**src/rtl/bridge_tc.sv**
```systemverilog
// bridge_tc: M-stage system bridge decoding CPU accesses to data memory, two timer/counters
// and the interrupt-generator ack word. Define BRIDGE_TC1_EN to instantiate the second timer.

module bridge_tc_timer (
    input  logic        clk,
    input  logic        RESET_N,
    input  logic        wr_en_i,
    input  logic [1:0]  wr_idx_i,
    input  logic [31:0] wr_data_i,
    input  logic [1:0]  rd_idx_i,
    output logic [31:0] rd_data_o,
    output logic        irq_o
);
    typedef enum logic [1:0] {ST_IDLE, ST_LOAD, ST_CNT, ST_INT} tc_state_e;

    tc_state_e   state_q;
    logic [3:0]  ctrl_q;
    logic [31:0] preset_q;
    logic [31:0] count_q;
    logic        irq_q;

    always_ff @(posedge clk or negedge RESET_N) begin
        if (!RESET_N) begin
            state_q  <= ST_IDLE;
            ctrl_q   <= 4'd0;
            preset_q <= 32'd0;
            count_q  <= 32'd0;
            irq_q    <= 1'b0;
        end else begin
            case (state_q)
                ST_IDLE: if (ctrl_q[0]) state_q <= ST_LOAD;
                ST_LOAD: begin
                    count_q <= (preset_q == 32'd0) ? 32'd1 : preset_q;
                    state_q <= ST_CNT;
                end
                ST_CNT: begin
                    if (!ctrl_q[0]) begin
                        state_q <= ST_IDLE;
                    end else if (count_q > 32'd1) begin
                        count_q <= count_q - 32'd1;
                    end else begin
                        count_q <= 32'd0;
                        irq_q   <= 1'b1;
                        state_q <= ST_INT;
                    end
                end
                ST_INT: begin
                    if (ctrl_q[2:1] == 2'b01) begin
                        irq_q   <= 1'b0;
                        state_q <= ST_LOAD;
                    end else begin
                        ctrl_q[0] <= 1'b0;
                        state_q   <= ST_IDLE;
                    end
                end
                default: state_q <= ST_IDLE;
            endcase
            // NOTE: the CPU write is placed after the FSM so its non-blocking update wins in the same cycle.
            if (wr_en_i) begin
                case (wr_idx_i)
                    2'd0: begin
                        ctrl_q <= wr_data_i[3:0];
                        irq_q  <= 1'b0;
                    end
                    2'd1:    preset_q <= wr_data_i;
                    default: ;
                endcase
            end
        end
    end

    always_comb begin
        case (rd_idx_i)
            2'd0:    rd_data_o = {28'd0, ctrl_q};
            2'd1:    rd_data_o = preset_q;
            2'd2:    rd_data_o = count_q;
            default: rd_data_o = 32'd0;
        endcase
    end

    assign irq_o = irq_q & ctrl_q[3];
endmodule

module bridge_tc #(
    parameter logic [31:0] DM_TOP   = 32'h0000_2FFF,
    parameter logic [31:0] TC0_BASE = 32'h0000_7F00,
    parameter logic [31:0] TC1_BASE = 32'h0000_7F10,
    parameter logic [31:0] IG_BASE  = 32'h0000_7F20
) (
    input  logic        clk,
    input  logic        RESET_N,
    input  logic        Req,
    input  logic [3:0]  BridgeSel,
    input  logic        ISLOADSTORE,
    input  logic [31:0] A,
    input  logic [31:0] D,
    output logic [31:0] Q,
    output logic [1:0]  AdE,
    output logic [5:0]  HWInt,
    output logic [31:0] DM_A,
    output logic [3:0]  DM_BE,
    output logic [31:0] DM_D,
    input  logic [31:0] DM_Q,
    input  logic        EXT_IRQ,
    output logic        IG_ACK
);
    typedef enum logic [1:0] {SZ_WORD, SZ_HALF, SZ_BYTE, SZ_RSVD} size_e;

    size_e       size;
    logic        is_store;
    logic        in_dm, in_tc0, in_tc1, in_tc1_win, in_ig;
    logic        misalign, tc_fault, fault, wr_ok;
    logic [3:0]  be;
    logic [31:0] tc0_rd, tc1_rd, rd_word, shifted, ext;
    logic        tc0_irq, tc1_irq;

    assign size     = size_e'(BridgeSel[1:0]);
    assign is_store = BridgeSel[3];

    // Unsigned offset compare covers both window bounds at once.
    assign in_dm      = (A <= DM_TOP);
    assign in_tc0     = ((A - TC0_BASE) < 32'd12);
    assign in_tc1_win = ((A - TC1_BASE) < 32'd12);
    assign in_ig      = ((A - IG_BASE) < 32'd4);

    assign misalign = ((size == SZ_WORD) && (A[1:0] != 2'b00)) ||
                      ((size == SZ_HALF) && A[0]) || (size == SZ_RSVD);
    assign tc_fault = (in_tc0 || in_tc1) &&
                      ((size != SZ_WORD) || (is_store && (A[3:2] == 2'b10)));
    assign fault    = ISLOADSTORE &&
                      (misalign || tc_fault || !(in_dm || in_tc0 || in_tc1 || in_ig));
    assign AdE      = fault ? (is_store ? 2'b10 : 2'b01) : 2'b00;
    assign wr_ok    = ISLOADSTORE && is_store && !fault && !Req;

    // NOTE: every always_comb output gets a default first so no latch is inferred.
    always_comb begin
        be   = 4'b1111;
        DM_D = D;
        case (size)
            SZ_HALF: begin
                be   = 4'b0011 << {A[1], 1'b0};
                DM_D = {2{D[15:0]}};
            end
            SZ_BYTE: begin
                be   = 4'b0001 << A[1:0];
                DM_D = {4{D[7:0]}};
            end
            default: ;
        endcase
    end

    assign DM_A   = {A[31:2], 2'b00};
    assign DM_BE  = (wr_ok && in_dm) ? be : 4'b0000;
    assign IG_ACK = wr_ok && in_ig;

    always_comb begin
        rd_word = 32'd0;
        if (in_dm)       rd_word = DM_Q;
        else if (in_tc0) rd_word = tc0_rd;
        else if (in_tc1) rd_word = tc1_rd;
        shifted = rd_word >> {A[1:0], 3'b000};
        case (size)
            SZ_HALF: ext = BridgeSel[2] ? {16'd0, shifted[15:0]}
                                        : {{16{shifted[15]}}, shifted[15:0]};
            SZ_BYTE: ext = BridgeSel[2] ? {24'd0, shifted[7:0]}
                                        : {{24{shifted[7]}}, shifted[7:0]};
            default: ext = shifted;
        endcase
    end

    assign Q = (ISLOADSTORE && !is_store && !fault) ? ext : 32'd0;

    bridge_tc_timer u_tc0 (
        .clk       (clk),
        .RESET_N   (RESET_N),
        .wr_en_i   (wr_ok && in_tc0),
        .wr_idx_i  (A[3:2]),
        .wr_data_i (D),
        .rd_idx_i  (A[3:2]),
        .rd_data_o (tc0_rd),
        .irq_o     (tc0_irq)
    );

`ifdef BRIDGE_TC1_EN
    assign in_tc1 = in_tc1_win;

    bridge_tc_timer u_tc1 (
        .clk       (clk),
        .RESET_N   (RESET_N),
        .wr_en_i   (wr_ok && in_tc1),
        .wr_idx_i  (A[3:2]),
        .wr_data_i (D),
        .rd_idx_i  (A[3:2]),
        .rd_data_o (tc1_rd),
        .irq_o     (tc1_irq)
    );
`else
    // Window still decoded but never claimed, so TC1 accesses fall through to an address fault.
    assign in_tc1  = in_tc1_win & 1'b0;
    assign tc1_rd  = 32'd0;
    assign tc1_irq = 1'b0;
`endif

    assign HWInt = {3'b000, EXT_IRQ, tc1_irq, tc0_irq};
endmodule

```
**config.mk**
```make
export PLATFORM = sky130hd
export DESIGN_NAME = bridge_tc
export DESIGN_NICKNAME = d
export VERILOG_FILES = /design/src/rtl/bridge_tc.sv
export SDC_FILE = /design/constraint.sdc
export NUM_CORES = 1
export LEC_CHECK = 0
export BUFFER_PORTS_ARGS = -buffer_cell sky130_fd_sc_hd__buf_2
export CAP_MARGIN = 20
export CORE_MARGIN = 3
export CORE_UTILIZATION = 57
export CTS_CLUSTER_SIZE = 40
export DETAILED_ROUTE_END_ITERATION = 6
export PLACE_DENSITY = 0.88
export SYNTH_ARGS = -nofsm -noshare
export SYNTH_HDL_FRONTEND = slang
export SYNTH_HIERARCHICAL = 1
export SYNTH_SLANG_ARGS = --single-unit
```
**constraint.sdc**
```tcl
create_clock -name clk -period 6.25 [get_ports clk]
set_input_delay 0 -clock clk [delete_from_list [all_inputs] [get_ports clk]]
set_output_delay 0 -clock clk [all_outputs]
set_load 0.05 [all_outputs]
```
After elaboration in Yosys (flattened, before gate mapping)
Cells that the tools add are included.
{"block": "classes", "magnitude_cmp": 4, "bitwise_logic": 1, "shift": 3, "eq_ne": 12, "n_reduce_logical": 35, "n_mux": 31, "add_sub_neg": 3}
{"operator": "$mux 32", "n": 8}
{"operator": "$pmux 32 s2", "n": 3}
{"operator": "$pmux 32 s3", "n": 1}
{"operator": "$sub 32x15->32 const B", "n": 2}
{"operator": "$gt 32x1->1 const B", "n": 1}
{"operator": "$le 32x14->1 const B", "n": 1}
{"operator": "$logic_not 32->1", "n": 1}
{"operator": "$lt 32x3->1 const B", "n": 1}
{"operator": "$lt 32x4->1 const B", "n": 1}
{"operator": "$shr 32x5->32", "n": 1}
{"operator": "$sub 32x1->32 const B", "n": 1}
{"operator": "$logic_and 1x1->1", "n": 13}
{"operator": "$eq 2x2->1 const B", "n": 5}
{"operator": "$mux 1", "n": 10}
{"operator": "$mux 2", "n": 5}
{"operator": "$eq 2x1->1 const B", "n": 4}
{"operator": "$pmux 2 s4", "n": 1}
{"operator": "$pmux 4 s2", "n": 1}
{"operator": "$reduce_and 2->1", "n": 4}
{"operator": "$logic_or 1x1->1", "n": 7}
{"operator": "$logic_not 2->1", "n": 3}
{"operator": "$reduce_bool 2->1", "n": 3}
{"operator": "$logic_not 1->1", "n": 4}
{"operator": "$mux 4", "n": 1}
{"operator": "other kinds (6)", "n": 7}
{"block": "totals", "output_inout_bits": 109, "inputBits": 105, "elab_cells": 95, "ff_bits": 71}

Depth between registers and ports, before layout
Gate-level depths: netlist of run 1.
{"block": "logic_depth", "word_depth": 12, "ltp_mapped": 13, "depth_no_buf": 13}

Cells and area by module
The synthesis of run 1 kept the hierarchy.
{"mod": "bridge_tc_timer", "seq_area_each_um2": 1776.7, "cells_each": 413, "instances": 1, "area_per_inst_um2": 4149.0}
{"mod": "bridge_tc", "seq_area_each_um2": 0.0, "cells_each": 418, "instances": 1, "area_per_inst_um2": 2658.8}

Worst setup path after synthesis of run 1
Ideal clock, no wire load.
{"block": "synth_path", "path_kind": "input port to output port", "start": "input A[23]", "end": "output Q[6]", "t_required_ns": 6.250, "setup_slack_ns": 1.678, "path_buffers": 2, "t_arrival_ns": 4.572, "path_stages": 11, "path_cell_list": "or4_4 -> or4b_4 -> nor4_1 -> xnor2_1 -> o211ai_1 -> or4_1 -> a31o_1 -> or3b_1 -> buf_2 -> buf_6 -> nor4_1"}
{"block": "synth_via", "elab_chain_len": 10, "elab_cells_between_ends": 21, "cone_classes": "add/sub (2); order compare (3); shift (1); mux (6); reduce/logical (9)"}
{"element": "start, declared", "line": "95", "text": "input logic [31:0] A,"}
{"element": "branches (longest 9 deep; another with $sub 32x15->32)"}
{"element": "$mux 32 *", "line": "171", "text": "assign Q = (ISLOADSTORE && !is_store && !fault) ? ext : 32'd0;"}
{"element": "end, declared", "line": "97", "text": "output logic [31:0] Q,"}
Every way passes the cells marked *.

Worst setup path after layout of run 1
{"block": "layout_path", "start": "input A[17]", "end": "output Q[6]"}
The elaborated chain is that of the path after synthesis.

==> impl_metrics.toml, run 1 <==
[status]
status = "finished, violations left"
violations = "DRC"

[synth]
synthArstFlopShare = 1.00
synth.avg_cell_area_um2 = 8.19
yosys_most_used_dff = "dfrtp_1"
synthTopCellsByArea = "dfrtp_1 (26%), mux2_2 (7.1%), a22o_1 (5.9%)"
synth.most_common_cell = "dfrtp_1"
yosysTopAreaCellShare = 0.261
yosysSeqAreaShare = 0.261
ys_ff_latch = 71
syn_area_mm2 = 0.00681
netlist_instances = 831
ys_types = 74
synthTopCellsByCount = "dfrtp_1 (71), nand2_1 (68), nor2_1 (61)"
synth_warnings = 6
yosysTopAreaCell = "dfrtp_1"
synth_edf_count = 0

[clocking]
post_cts_buffers = 0
cts_buffers = 9
htree_levels = 3
clock_path_buffers = 2
cts_tree = "done"
cts_root_buf = "clkbuf_16"
worst_skew_pair.late_latency_ns = 0.34
clock_sink_count = 71

[timing]
finalCritPeriodShare = 0.697
grt_setup_unrepaired = "false"
worst_pin_slew_ns = 1.05
hold_viol_final = 0
slew_violations = 0
setup_ws_ns = 1.89
min_period_ns = 4.36
whs_ns = 0.0000899
clock_skew_ns = 0.00693
setup_viol_count_final = 0
tns_ns = 0
slew_headroom = 0.302
fmax_ghz = 0.229

[setup_path]
worstPathMaxFanout = 29
cp.required_ns = 6.25
critical_path_class = "input pin to output pin"
startpoint_type = "input pin"
cp_data_arrival_time_ns = 4.36
endpoint_kind = "output pin"

[global_route]
grt_start_max_net_pins = 72
grt_overflow = 0
grt_pass1_vias = 7530
grtUsageTotal = 0.411
grt_pass1_wl_um = 42200
antenna_found_initial = 0

[place]
port_buffers = 205
place.gp.congestion = 1.03
place_worst_setup_slack_ns = 1.84
hpwlAfterDp_um = 19100

[drt]
ant_nets = 0
route.vias.total = 8464
routed_wl_um = 28700
drcViolationCount = 2
viasPerCell = 7.45
first_pass_iters = 7
routedWlPerCell_um = 25.2
drt-initial-drc-count = 1887

[power]
peakVddDrop_mv = 0.226
p_total_mw = 1.34
power.density_mw_per_mm2 = 165
p_leak_nw = 3.75

[layout]
areaGrowthSynthToFinish_pct = 20.0
nets = 1100
drive_above_1_share = 0.301
diodes = 0

[run]
drv_cap = 0

[hold_path]
hp-class = "input pin to output pin"

[die]
rows = 39
core_mm2 = 0.0116
io_pins = 214
die_w_um = 115
die_height_um = 115
design.die.area_mm2 = 0.0133
start_util = 0.589
-- timing repair --
action / in CTS / in global routing
gates resized for setup: 0 / 0
endpoints found under the hold margin: 100 / 0
hold buffers: 30 / 0
-- path summary, 6_finish.rpt --
kind                            cells after the start  slack (ns)              start           endpoint
worst min-delay path                                0     0.00009            EXT_IRQ           HWInt[2]
worst max-delay path                               12        1.89              A[17]               Q[6]
max in group asynchronous                           3        5.23            RESET_N    u_tc0/ctrl_q[3]
worst max register to register                      5        2.30  u_tc0/count_q[10]  u_tc0/count_q[28]
worst min register to register                      2        0.53        u_tc0/irq_q        u_tc0/irq_q
min in group asynchronous                           3        0.43            RESET_N  u_tc0/preset_q[7]
-- power breakdown --
group          leakage (nW)  total, mW      switching (mW)  internal, mW
clock                 0.145      0.520               0.211         0.309
sequential            0.987      0.460  0.0000000000000926         0.460
combinational          2.62      0.365               0.267        0.0981
-- final cells by class --
class	instances	area (um2)
multi-input combinational	636	4380
fill	911	3400
sequential	71	1780
timing repair buffer	249	1450
clock buffer	9	225
tap	143	179
inverter	21	78.8
clock inverter	7	73.8
-- routing by layer --
layer  share of wire  global-route usage
met1            0.35               0.533
met4           0.083               0.240
met3            0.15               0.119
met5               0                   0
met2            0.42               0.611
-- sequential cells by signal (all words and copies together), names as in the netlist --
name,cells
u_tc0/count_q,32
u_tc0/irq_q,1
u_tc0/ctrl_q,4
u_tc0/preset_q,32
u_tc0/state_q,2
-- placed cells by master (no fill, tap or decap), types with 7 or more instances in the layout --
| cell type | n |
|---|---|
| a221o_1 | 7 |
| buf_4 | 13 |
| nor4_1 | 29 |
| dlygate4sd3_1 | 30 |
| nor2_1 | 60 |
| a21oi_1 | 39 |
| a21o_1 | 7 |
| mux2_2 | 43 |
| o31ai_1 | 20 |
| o21ai_0 | 22 |
| nand4_1 | 11 |
| a22o_1 | 46 |
| nand3_1 | 16 |
| a22oi_1 | 38 |
| inv_1 | 19 |
| a221oi_1 | 22 |
| or4_1 | 12 |
| o2bb2ai_1 | 9 |
| nor3_1 | 23 |
| clkbuf_16 | 9 |
| ha_1 | 7 |
| buf_2 | 205 |
| a31oi_1 | 10 |
| a211oi_1 | 13 |
| nand2_1 | 68 |
| dfrtp_1 | 71 |
| or3_1 | 14 |
-- stage by stage --
step / utilization / cells / area [um2]
floorplan: - / 836 / 6830
global placement: 0.651 / 1088 / 7530
detailed placement: 0.651 / 1088 / 7530
CTS: 0.703 / 1134 / 8130
global route: 0.706 / 1136 / 8170
finish: 0.706 / 1136 / 8170
-- critical path: stages --
cell,delay [ns]
buf_2,0.14
nor3_1,0.58
nand2_1,0.09
a2111oi_0,0.72
o311ai_0,0.41
nor4_4,0.47
o211ai_1,0.19
a31o_1,0.28
or3b_1,0.50
buf_16,0.23
nor4_1,0.39
buf_2,0.35
-- logic make-up after synthesis --
family,count (synthesis),synth area share
AO/OA/AOI/OAI,290,0.321
XOR/XNOR,3,0.00386
adder cells (fa/ha/maj),7,0.0129
buffers and inverters,129,0.100
flip-flops,71,0.261
multiplexers,49,0.0799
other,1,0.000551
AND/OR/NAND/NOR,281,0.221
Power figures use the tool's default switching activity.
==> inputs of run 2 (changes only) <==
--- a/config.mk
+++ b/config.mk
@@ -8,10 +8,10 @@
 export BUFFER_PORTS_ARGS = -buffer_cell sky130_fd_sc_hd__buf_2
 export CAP_MARGIN = 20
 export CORE_MARGIN = 3
-export CORE_UTILIZATION = 57
+export CORE_UTILIZATION = 53
 export CTS_CLUSTER_SIZE = 40
 export DETAILED_ROUTE_END_ITERATION = 6
-export PLACE_DENSITY = 0.88
+export PLACE_DENSITY = 0.82
 export SYNTH_ARGS = -nofsm -noshare
 export SYNTH_HDL_FRONTEND = slang
 export SYNTH_HIERARCHICAL = 1
==> constraint.sdc (replaced) <==
create_clock -name clk -period 4.2 [get_ports clk]
set_input_delay 0 -clock clk [delete_from_list [all_inputs] [get_ports clk]]
set_output_delay 0 -clock clk [all_outputs]
set_load 0.05 [all_outputs]
==> run 2 against run 1 <==
  * The run still ends with DRC left
  * Clock power increased by 61%
  * Clock-buffer cell count is the same
  * Hold slack hardly changed
  * Non-clock buffer count grew 17
  * Largest cell class unchanged
  * Largest power group unchanged
==> impl_metrics.toml, run 2 (synthesis results as in run 1) <==
[status]
status = "finished, violations left"
violations = "DRC"

[setup_path]
rrSetupSlack_ns = 1.08
critPathMaxStageDelay_ns = 0.68
worstPathMaxFanout = 8
critPathBufInv = 3
critical_path_class = "input pin to output pin"
crit_family = "simple AND/OR/NAND/NOR gates"
path_common_cell = "buf_2"
cp.required_ns = 4.20
endpoint_kind = "output pin"
startpoint_type = "input pin"
slowest_stage = "or4b_1"
cp_data_arrival_time_ns = 4.04
path_cells = "buf_2 > or4_4 > or4b_4 > o41ai_2 > nand4_2 > nor4_4 > buf_4 > nor2_1 > a221o_1 > or4b_1 > a31oi_1 > buf_2"

[global_route]
grt_pass1_wl_um = 45100
grt_overflow = 0
grt.busiest_layer = "met2"
grtUsageTotal = 0.398
use_met1 = 0.512
antenna_found_initial = 2
grt_pass1_vias = 7835
grt_start_max_net_pins = 49
grt.met2_usage = 0.601
use_met3 = 0.0907

[die]
die_height_um = 119
start_util = 0.555
design.die.area_mm2 = 0.0142
rows = 40
die_w_um = 119
core_mm2 = 0.0123
io_pins = 214

[run]
drv_cap = 0

[timing]
clock_skew_ns = 0.00695
slew_violations = 0
setup_viol_count_final = 0
tns_ns = 0
hold_viol_final = 0
finalCritPeriodShare = 0.963
slew_headroom = 0.463
min_period_ns = 4.04
fmax_ghz = 0.247
whs_ns = 0.0000873
grt_setup_unrepaired = "false"
worst_pin_slew_ns = 0.799

[drt]
viasPerCell = 7.11
drcViolationCount = 1
routedWlPerCell_um = 24.8
routed_wl_um = 29300
first_pass_iters = 7
drt-initial-drc-count = 1669
ant_nets = 0
route.vias.total = 8393

[place]
place.gp.congestion = 1.06
place_area_mm2 = 0.00777
port_buffers = 205
hpwlAfterDp_um = 20500

[layout]
areaGrowthSynthToFinish_pct = 23.5
top_regs = "u_tc0/count_q: 32 flops, u_tc0/preset_q: 32 flops, u_tc0/ctrl_q: 4 flops"
final_cell_mix = "buf_2 (204), dfrtp_1 (71), nand2_1 (68), nor2_1 (60), a22o_1 (46)"
layout_commonest_cell = "buf_2"
post-route-cell-area_mm2 = 0.00841
drive_above_1_share = 0.328
nets = 1117

[power]
power.density_mw_per_mm2 = 247
peakVddDrop_mv = 0.257
p_leak_nw = 3.85

[clocking]
cts_buffers = 9
cts_root_buf = "clkbuf_16"
clock_path_buffers = 2
htree_levels = 3
worst_skew_pair.late_latency_ns = 0.34
clock_sink_count = 71
cts_tree = "done"
post_cts_buffers = 0

[hold_path]
hp-class = "input pin to output pin"
run 2: changes by cell type in the layout (fill, tap and decap cells not counted), moves of 2 or more:
cell and change:
nor4_1 -3, nor4_2 +3, a211oi_1 -9, a211oi_2 +9, diode_2 +2, buf_4 +20
run 2: path summary, 6_finish.rpt:
kind	start	to	depth (start not counted)
hold / removal	EXT_IRQ	HWInt[2]	0
setup / recovery	A[23]	Q[14]	12
max in group asynchronous	RESET_N	u_tc0/count_q[8]	3
setup reg to reg	u_tc0/count_q[17]	u_tc0/count_q[9]	6
hold reg to reg	u_tc0/irq_q	u_tc0/irq_q	2
min in group asynchronous	RESET_N	u_tc0/preset_q[5]	2
run 2: area by class of cell:
class,instances,area (um2)
Sequential cell,71,1780
Tap cell,168,210
Clock inverter,7,96.3
Timing Repair Buffer,266,1560
Multi-Input combinational cell,636,4460
Fill cell,998,3850
Antenna cell,2,5.00
Clock buffer,9,225
Inverter,21,78.8
run 2: per-layer routing:
| metal | vias to the layer above | part of all wire |
|---|---|---|
| met5 | - | 0 |
| met4 | 0 | 0.072 |
| met3 | 199 | 0.13 |
| met2 | 784 | 0.44 |
| met1 | 3850 | 0.36 |
| li1 | 3560 | - |
run 2: power by group:
group	internal, mW	total [mW]	switching, mW	leakage [nW]
Combinational	0.150	0.555	0.405	2.70
Clock	0.522	0.835	0.313	0.160
Sequential	0.684	0.684	0.000000000000132	0.987
run 2: worst reg2reg max path: stages (launching register included):
cell and delay (ns):
dfrtp_1 0.46, or4_1 0.63, nor3_1 0.53, and4_1 0.50
buf_4 0.33, o31ai_1 0.17, a221o_1 0.36
run 2: per-stage QoR:
stage | utilization | total power, mW | setup WS (ns) | instances
after global placement | 0.634 | 1.21 | 0.178 | 1133
final | 0.686 | 2.07 | 0.157 | 1180
after floorplan | - | 1.06 | -0.250 | 836
after global routing | 0.686 | 2.12 | 0.0387 | 1180
after detailed placement | 0.634 | 1.21 | 0.105 | 1133
after CTS | 0.684 | 2.05 | 0.101 | 1178
run 2: repair_timing:
action / CTS / global route
gates resized for setup: 0 / 5
hold endpoints to repair: 57 / 0
endpoints found under the setup margin: 0 / 7
hold buffers: 29 / 0
